<file path="src/rtl/ins_fetch_queue_pkg.sv">
// Shared constants and types for the instruction fetch queue.
// Start address, state encodings and the queue entry layout.
package ins_fetch_queue_pkg;

   localparam logic [31:0] INS_START_ADDRESS = 32'h0000_0000;
   localparam logic [31:0] WORD_INC = 32'd4;

   typedef enum logic [1:0] {
      ST_RESET = 2'd0,
      ST_FETCH = 2'd1,
      ST_FLUSH = 2'd2
   } fq_state_t;

   typedef struct packed {
      logic [31:0] pc;
      logic [31:0] ins;
   } fq_entry_t;

endpackage

</file>
<file path="src/rtl/ins_fetch_queue_fetch_fifo.sv">
// Parameterised synchronous FIFO holding fetched {PC, instruction} entries.
// Storage is cleared on reset so the head reads as zero out of reset.
module fetch_fifo #(
   parameter int DEPTH = 4,
   parameter int WIDTH = 64
) (
   input  logic                     clk,
   input  logic                     rst,
   input  logic                     flush,
   input  logic                     push,
   input  logic                     pop,
   input  logic [WIDTH-1:0]         wdata,
   output logic [WIDTH-1:0]         rdata,
   output logic                     full,
   output logic                     empty,
   output logic [$clog2(DEPTH):0]   count
);

   localparam int AW = $clog2(DEPTH);

   logic [WIDTH-1:0] mem [DEPTH];
   logic [AW-1:0]    wr_ptr;
   logic [AW-1:0]    rd_ptr;
   logic             do_push;
   logic             do_pop;

   assign full    = (count == (AW+1)'(DEPTH));
   assign empty   = (count == '0);
   assign do_pop  = pop && !empty;
   assign do_push = push && (!full || do_pop);
   assign rdata   = mem[rd_ptr];

   always_ff @(posedge clk) begin
      if (rst) begin
         wr_ptr <= '0;
         rd_ptr <= '0;
         count  <= '0;
         for (int i = 0; i < DEPTH; i++) begin
            mem[i] <= '0;
         end
      end else if (flush) begin
         wr_ptr <= '0;
         rd_ptr <= '0;
         count  <= '0;
      end else begin
         if (do_push) begin
            mem[wr_ptr] <= wdata;
            wr_ptr      <= wr_ptr + 1'b1;
         end
         if (do_pop) begin
            rd_ptr <= rd_ptr + 1'b1;
         end
         unique case ({do_push, do_pop})
            2'b10:   count <= count + 1'b1;
            2'b01:   count <= count - 1'b1;
            default: count <= count;
         endcase
      end
   end

endmodule

</file>
<file path="src/rtl/ins_fetch_queue.sv">
// Instruction fetch queue: credit-limited fetch, in-order response queue,
// and redirect handling that drops in-flight responses while flushing.
module ins_fetch_queue
   import ins_fetch_queue_pkg::*;
#(
   parameter int          DEPTH         = 4,
   parameter logic [31:0] START_ADDRESS = INS_START_ADDRESS
) (
   input  logic        SYS_clk,
   input  logic        SYS_reset,
   output logic        IMEM_req_valid,
   output logic [31:0] IMEM_req_addr,
   input  logic        IMEM_req_ready,
   input  logic        IMEM_resp_valid,
   input  logic [31:0] IMEM_resp_data,
   output logic        FQ_valid,
   output logic [31:0] FQ_instruction,
   output logic [31:0] FQ_PC,
   input  logic        FQ_ready,
   input  logic        redirect_valid,
   input  logic [31:0] redirect_PC
);

   localparam int CW = $clog2(DEPTH) + 1;

   fq_state_t     state;
   fq_state_t     state_next;
   logic [31:0]   fetch_pc;
   logic [31:0]   rsp_pc;
   logic [31:0]   redir_pc;
   logic [CW-1:0] occ;
   logic [CW-1:0] outstanding;
   logic [CW-1:0] discard;
   logic [CW-1:0] discard_next;
   logic [CW:0]   credits;
   logic          in_fetch;
   logic          in_flush;
   logic          req_fire;
   logic          push;
   logic          pop;
   logic          redirect_fetch;
   logic          fifo_full;
   logic          fifo_empty;
   fq_entry_t     wr_entry;
   fq_entry_t     head;

   assign redir_pc       = redirect_PC & ~32'h3;
   assign credits        = {1'b0, occ} + {1'b0, outstanding};
   assign req_fire       = IMEM_req_valid && IMEM_req_ready;
   assign redirect_fetch = in_fetch && redirect_valid;
   assign push           = in_fetch && IMEM_resp_valid && !redirect_valid;
   assign pop            = FQ_valid && FQ_ready && !redirect_valid;
   assign wr_entry       = '{pc: rsp_pc, ins: IMEM_resp_data};

   fetch_fifo #(
      .DEPTH (DEPTH),
      .WIDTH ($bits(fq_entry_t))
   ) u_fifo (
      .clk   (SYS_clk),
      .rst   (SYS_reset),
      .flush (redirect_fetch),
      .push  (push),
      .pop   (pop),
      .wdata (wr_entry),
      .rdata (head),
      .full  (fifo_full),
      .empty (fifo_empty),
      .count (occ)
   );

   always_ff @(posedge SYS_clk) begin
      if (SYS_reset) begin
         state <= ST_RESET;
      end else begin
         state <= state_next;
      end
   end

   always_comb begin
      state_next = state;
      unique case (state)
         ST_RESET: state_next = ST_FETCH;
         ST_FETCH: begin
            if (redirect_valid && discard_next != '0) begin
               state_next = ST_FLUSH;
            end
         end
         ST_FLUSH: begin
            if (!redirect_valid && discard_next == '0) begin
               state_next = ST_FETCH;
            end
         end
         default: state_next = ST_RESET;
      endcase
   end

   always_comb begin
      in_fetch = 1'b0;
      in_flush = 1'b0;
      unique case (state)
         ST_FETCH: in_fetch = 1'b1;
         ST_FLUSH: in_flush = 1'b1;
         default:  ;
      endcase
   end

   assign IMEM_req_valid = in_fetch && !redirect_valid && !SYS_reset
                         && !fifo_full
                         && (credits < (CW+1)'(DEPTH));
   assign IMEM_req_addr  = fetch_pc;
   assign FQ_valid       = !fifo_empty && !SYS_reset;
   assign FQ_instruction = head.ins;
   assign FQ_PC          = head.pc;

   // A response in the redirect cycle is one of the in-flight ones to drop.
   always_comb begin
      discard_next = discard;
      if (redirect_fetch) begin
         discard_next = outstanding - CW'(IMEM_resp_valid);
      end else if (in_flush && IMEM_resp_valid && discard != '0) begin
         discard_next = discard - 1'b1;
      end
   end

   always_ff @(posedge SYS_clk) begin
      if (SYS_reset) begin
         fetch_pc    <= START_ADDRESS;
         rsp_pc      <= START_ADDRESS;
         outstanding <= '0;
         discard     <= '0;
      end else begin
         discard <= discard_next;
         if (redirect_valid && (in_fetch || in_flush)) begin
            fetch_pc <= redir_pc;
            rsp_pc   <= redir_pc;
         end else begin
            if (req_fire) fetch_pc <= fetch_pc + WORD_INC;
            if (push)     rsp_pc   <= rsp_pc + WORD_INC;
         end
         if (redirect_fetch) begin
            outstanding <= '0;
         end else begin
            unique case ({req_fire, push})
               2'b10:   outstanding <= outstanding + 1'b1;
               2'b01:   outstanding <= outstanding - 1'b1;
               default: outstanding <= outstanding;
            endcase
         end
      end
   end

endmodule
</file>
<file path="config.mk">
export PLATFORM = sky130hd
export DESIGN_NAME = ins_fetch_queue
export DESIGN_NICKNAME = d
export VERILOG_FILES = /design/src/rtl/ins_fetch_queue_pkg.sv /design/src/rtl/ins_fetch_queue_fetch_fifo.sv /design/src/rtl/ins_fetch_queue.sv
export SDC_FILE = /design/constraint.sdc
export NUM_CORES = 1
export LEC_CHECK = 0
export BUFFER_PORTS_ARGS = -buffer_cell sky130_fd_sc_hd__buf_2
export CAP_MARGIN = 20
export CORE_ASPECT_RATIO = 0.7
export CORE_MARGIN = 2
export CORE_UTILIZATION = 36
export CTS_CLUSTER_DIAMETER = 120
export DETAILED_ROUTE_END_ITERATION = 7
export GPL_TIMING_DRIVEN = 0
export MAX_ROUTING_LAYER = met4
export PLACE_DENSITY_LB_ADDON = 0.12
export SLEW_MARGIN = 20
export SYNTH_ARGS = -nofsm -noshare
export SYNTH_HDL_FRONTEND = slang
export SYNTH_SLANG_ARGS = --single-unit
</file>
<file path="constraint.sdc">
create_clock -name SYS_clk -period 9.65 [get_ports SYS_clk]
set_clock_uncertainty 0.2 [all_clocks]
set_input_delay 0.4825 -clock SYS_clk [delete_from_list [all_inputs] [get_ports SYS_clk]]
set_output_delay 0.4825 -clock SYS_clk [all_outputs]
set_load 0.01 [all_outputs]
</file>
==> results.ini <==
[setup_path]
path_class=register to register
crit_required_ns=9.66
crit_family=simple AND/OR/NAND/NOR gates
critPathLaunch=state[1]$_SDFFE_PP0P_
path_cells=inv_1 > ha_1 > nand3b_1 > a21oi_2 > nand2_1 > buf_2 > nor3_1 > clkbuf_1 > or2_4 > buf_16
crit_fanout=34
cpPeakStageDelay_ns=0.72
critPathSlowestCell=nor3_1
rr_startpoint=state[1]$_SDFFE_PP0P_
critPathBufInv=4
crit_arrival_ns=4.71
start_kind=register
cp-end-kind=register

[timing]
fin_tns_setup_ns=0
hold_viol=0
post-route-min-period_ns=4.70
finalCritPeriodShare_pct=48.7
slew_viol_final=0
setup_viol=0
worst_slew_margin_rel_pct=28.0
fmax_mhz=213
rsz0062_at_grt=no
worst_pin_slew_ns=1.08

[route]
drc=0
num_vias=9979
via_per_inst=5.27
ant_nets=0
finalWirelength_um=41500
routedWlPerCell_um=21.9
drtIter0Drc=909
firstDrtPassIters=5

[floorplan]
start_util_pct=36.8
num_rows=61
die_area_um2=42600
core_area_um2=40100
boundaryPins=168
die_y_um=173
fp.dieW_um=246

[synthesis]
synth_most_common_cell=edfxtp_1
synth_top_family_by_area=simple AND/OR/NAND/NOR gates
synthCells=1118
synth.area.top_cells=edfxtp_1 51%, dfxtp_1 10%, mux4_2 9.5%
synth_fa_ha_area_share_pct=1.54
syn_area_per_cell_um2=13.2
ys_ff_latch=325
synth_simple_gate_area_share_pct=17.0
ys_async_sr_fraction_pct=0
yosysSeqAreaShare_pct=61.0
yosys-mux-area-fraction_pct=9.81
synth_top_flop_cell=edfxtp_1
synth_edf_count=248
synth_compound_area_share_pct=4.61
synth_top_area_share_pct=50.5
ys_types=48
netlist_area_um2=14700
yosys.area.top_type=edfxtp_1
synth_common_cells=248 x edfxtp_1, 127 x and2_1, 126 x and3_1
synth_xor_xnor_area_share_pct=3.15
ys_warn_count=0

[final_layout]
fillers=3705
area_growth_pct=20.0
drive_gt1_share_pct=22.5
final_cell_area_um2=17700
fin_nets=1418

[power_and_ir_drop]
power_density_nw_per_um2=208
leakagePower_nw=6.79
total_power_mw=3.67
ir_drop_mv=0.116

[placement]
dpl-instance-area_um2=16600
place.gp.congestion=0.844
hpwl_um=28600
portBuffers=161

[global_route]
grt_max_degree=39
antenna_found_initial=3
grt_pass1_wl_um=63100
track_usage_pct=20.2
grt.overflow.total=0
first_global_vias=10100

[clock_network]
clkLatencyLatePin_ns=0.53
cts_tree=yes
htree_levels=2
cts_buffers=35
path_clk_slew_ns=0.06
numClockSinks=325
cts_resized=0
clockBufferDepth=3
ctsHoldBuffers=0
post_cts_buffers=0
clk_root_buffer_cell=clkbuf_16

[outcome]
outcome=completed

[job]
max_cap_violations=0

[worst_hold_path]
hold_class=input pin to register
hold_start=IMEM_resp_data[11]

-- stage by stage --
| step | setup slack (ns) | util (%) | hold slack (ns) | std cells |
|---|---|---|---|---|
| floorplan | 3.07 | - | 0.281 | 1121 |
| global placement | -1.71 | 40.5 | 0.305 | 1817 |
| detailed placement | 4.57 | 41.4 | 0.314 | 1829 |
| CTS | 4.78 | 44.1 | 0.0403 | 1893 |
| global route | 4.51 | 44.1 | 0.0519 | 1895 |
| finish | 4.95 | 44.1 | 0.0644 | 1895 |
-- worst reg2reg max path, stage by stage, from the launching register on --
cell      delay (ns)
dfxtp_1         0.33
inv_1           0.12
ha_1            0.25
nand3b_1        0.31
a21oi_2         0.62
nand2_1         0.21
buf_2           0.23
nor3_1          0.72
clkbuf_1        0.51
or2_4           0.57
buf_16          0.31
-- routing by layer --
layer	GRT usage (%)	vias up	share of wire, %
met5	-	-	0
met1	29.3	5047	48
met4	3.61	0	1.3
li1	-	4639	-
met2	29.9	252	45
met3	3.56	41	5.6
-- worst paths after layout --
check	slack, ns	depth (start not counted)	to
setup / recovery	4.95	10	u_fifo.mem[2][27]$_SDFFCE_PN0P_
hold / removal	0.06	2	u_fifo.mem[2][11]$_SDFFCE_PN0P_
setup reg to reg	4.95	10	u_fifo.mem[2][27]$_SDFFCE_PN0P_
hold reg to reg	0.33	2	discard[1]$_SDFF_PP0_
-- area by class of cell --
type / count / area (um^2) / area share, %
Sequential cell: 325 / 8990 / 50.8
Multi-Input combinational cell: 689 / 5390 / 30.5
Timing Repair Buffer: 173 / 1120 / 6.31
Clock buffer: 41 / 898 / 5.08
Tap cell: 535 / 669 / 3.79
Buffer: 81 / 324 / 1.83
Clock inverter: 23 / 198 / 1.12
Inverter: 26 / 97.6 / 0.552
Antenna cell: 2 / 5.00 / 0.0283
-- flip-flops by register name, indices dropped and copies added (netlist names), named ones only --
signal,count
IMEM_req_addr,30
discard,3
outstanding,3
rsp_pc,30
state,2
u_fifo.count,3
u_fifo.mem,248
u_fifo.rd_ptr,2
u_fifo.wr_ptr,2
-- logic make-up after synthesis --
| logic type | after synthesis |
|---|---|
| buffers and inverters | 107 |
| adder cells (fa/ha/maj) | 17 |
| XOR/XNOR | 53 |
| flip-flops | 325 |
| AND/OR/NAND/NOR | 427 |
| other | 1 |
| multiplexers | 67 |
| AO/OA/AOI/OAI | 121 |
-- layout by cell type, fill, tap and decap left out, types with 6 or more instances in the layout --
cell | synthesis | final
nor4_1 | 23 | 22
o31ai_1 | 7 | 7
buf_1 | 7 | 7
nand2_1 | 30 | 29
clkbuf_1 | 66 | 72
nand3_1 | 19 | 19
clkinv_2 | 0 | 6
buf_2 | 4 | 165
a31oi_1 | 12 | 12
dfxtp_1 | 77 | 77
nor3_1 | 10 | 10
or4_1 | 8 | 8
inv_1 | 24 | 24
o21ai_0 | 39 | 37
nor2_1 | 33 | 33
or3_1 | 12 | 12
a21oi_1 | 50 | 50
clkbuf_16 | 0 | 35
and3_1 | 126 | 126
clkinv_1 | 1 | 8
mux4_2 | 62 | 62
edfxtp_1 | 248 | 248
and2_1 | 127 | 127
ha_1 | 15 | 15
nand4_1 | 22 | 22
xnor2_1 | 25 | 25
xor2_1 | 28 | 28
buf_16 | 0 | 11
-- report_power, final --
part           internal, mW  total (mW)  switching [mW]
registers              1.65        1.78           0.139
logic                 0.223       0.574           0.351
clock network         0.751        1.31           0.563
total                  2.62        3.67            1.05
No activity file was read; power rests on OpenSTA's default activity.
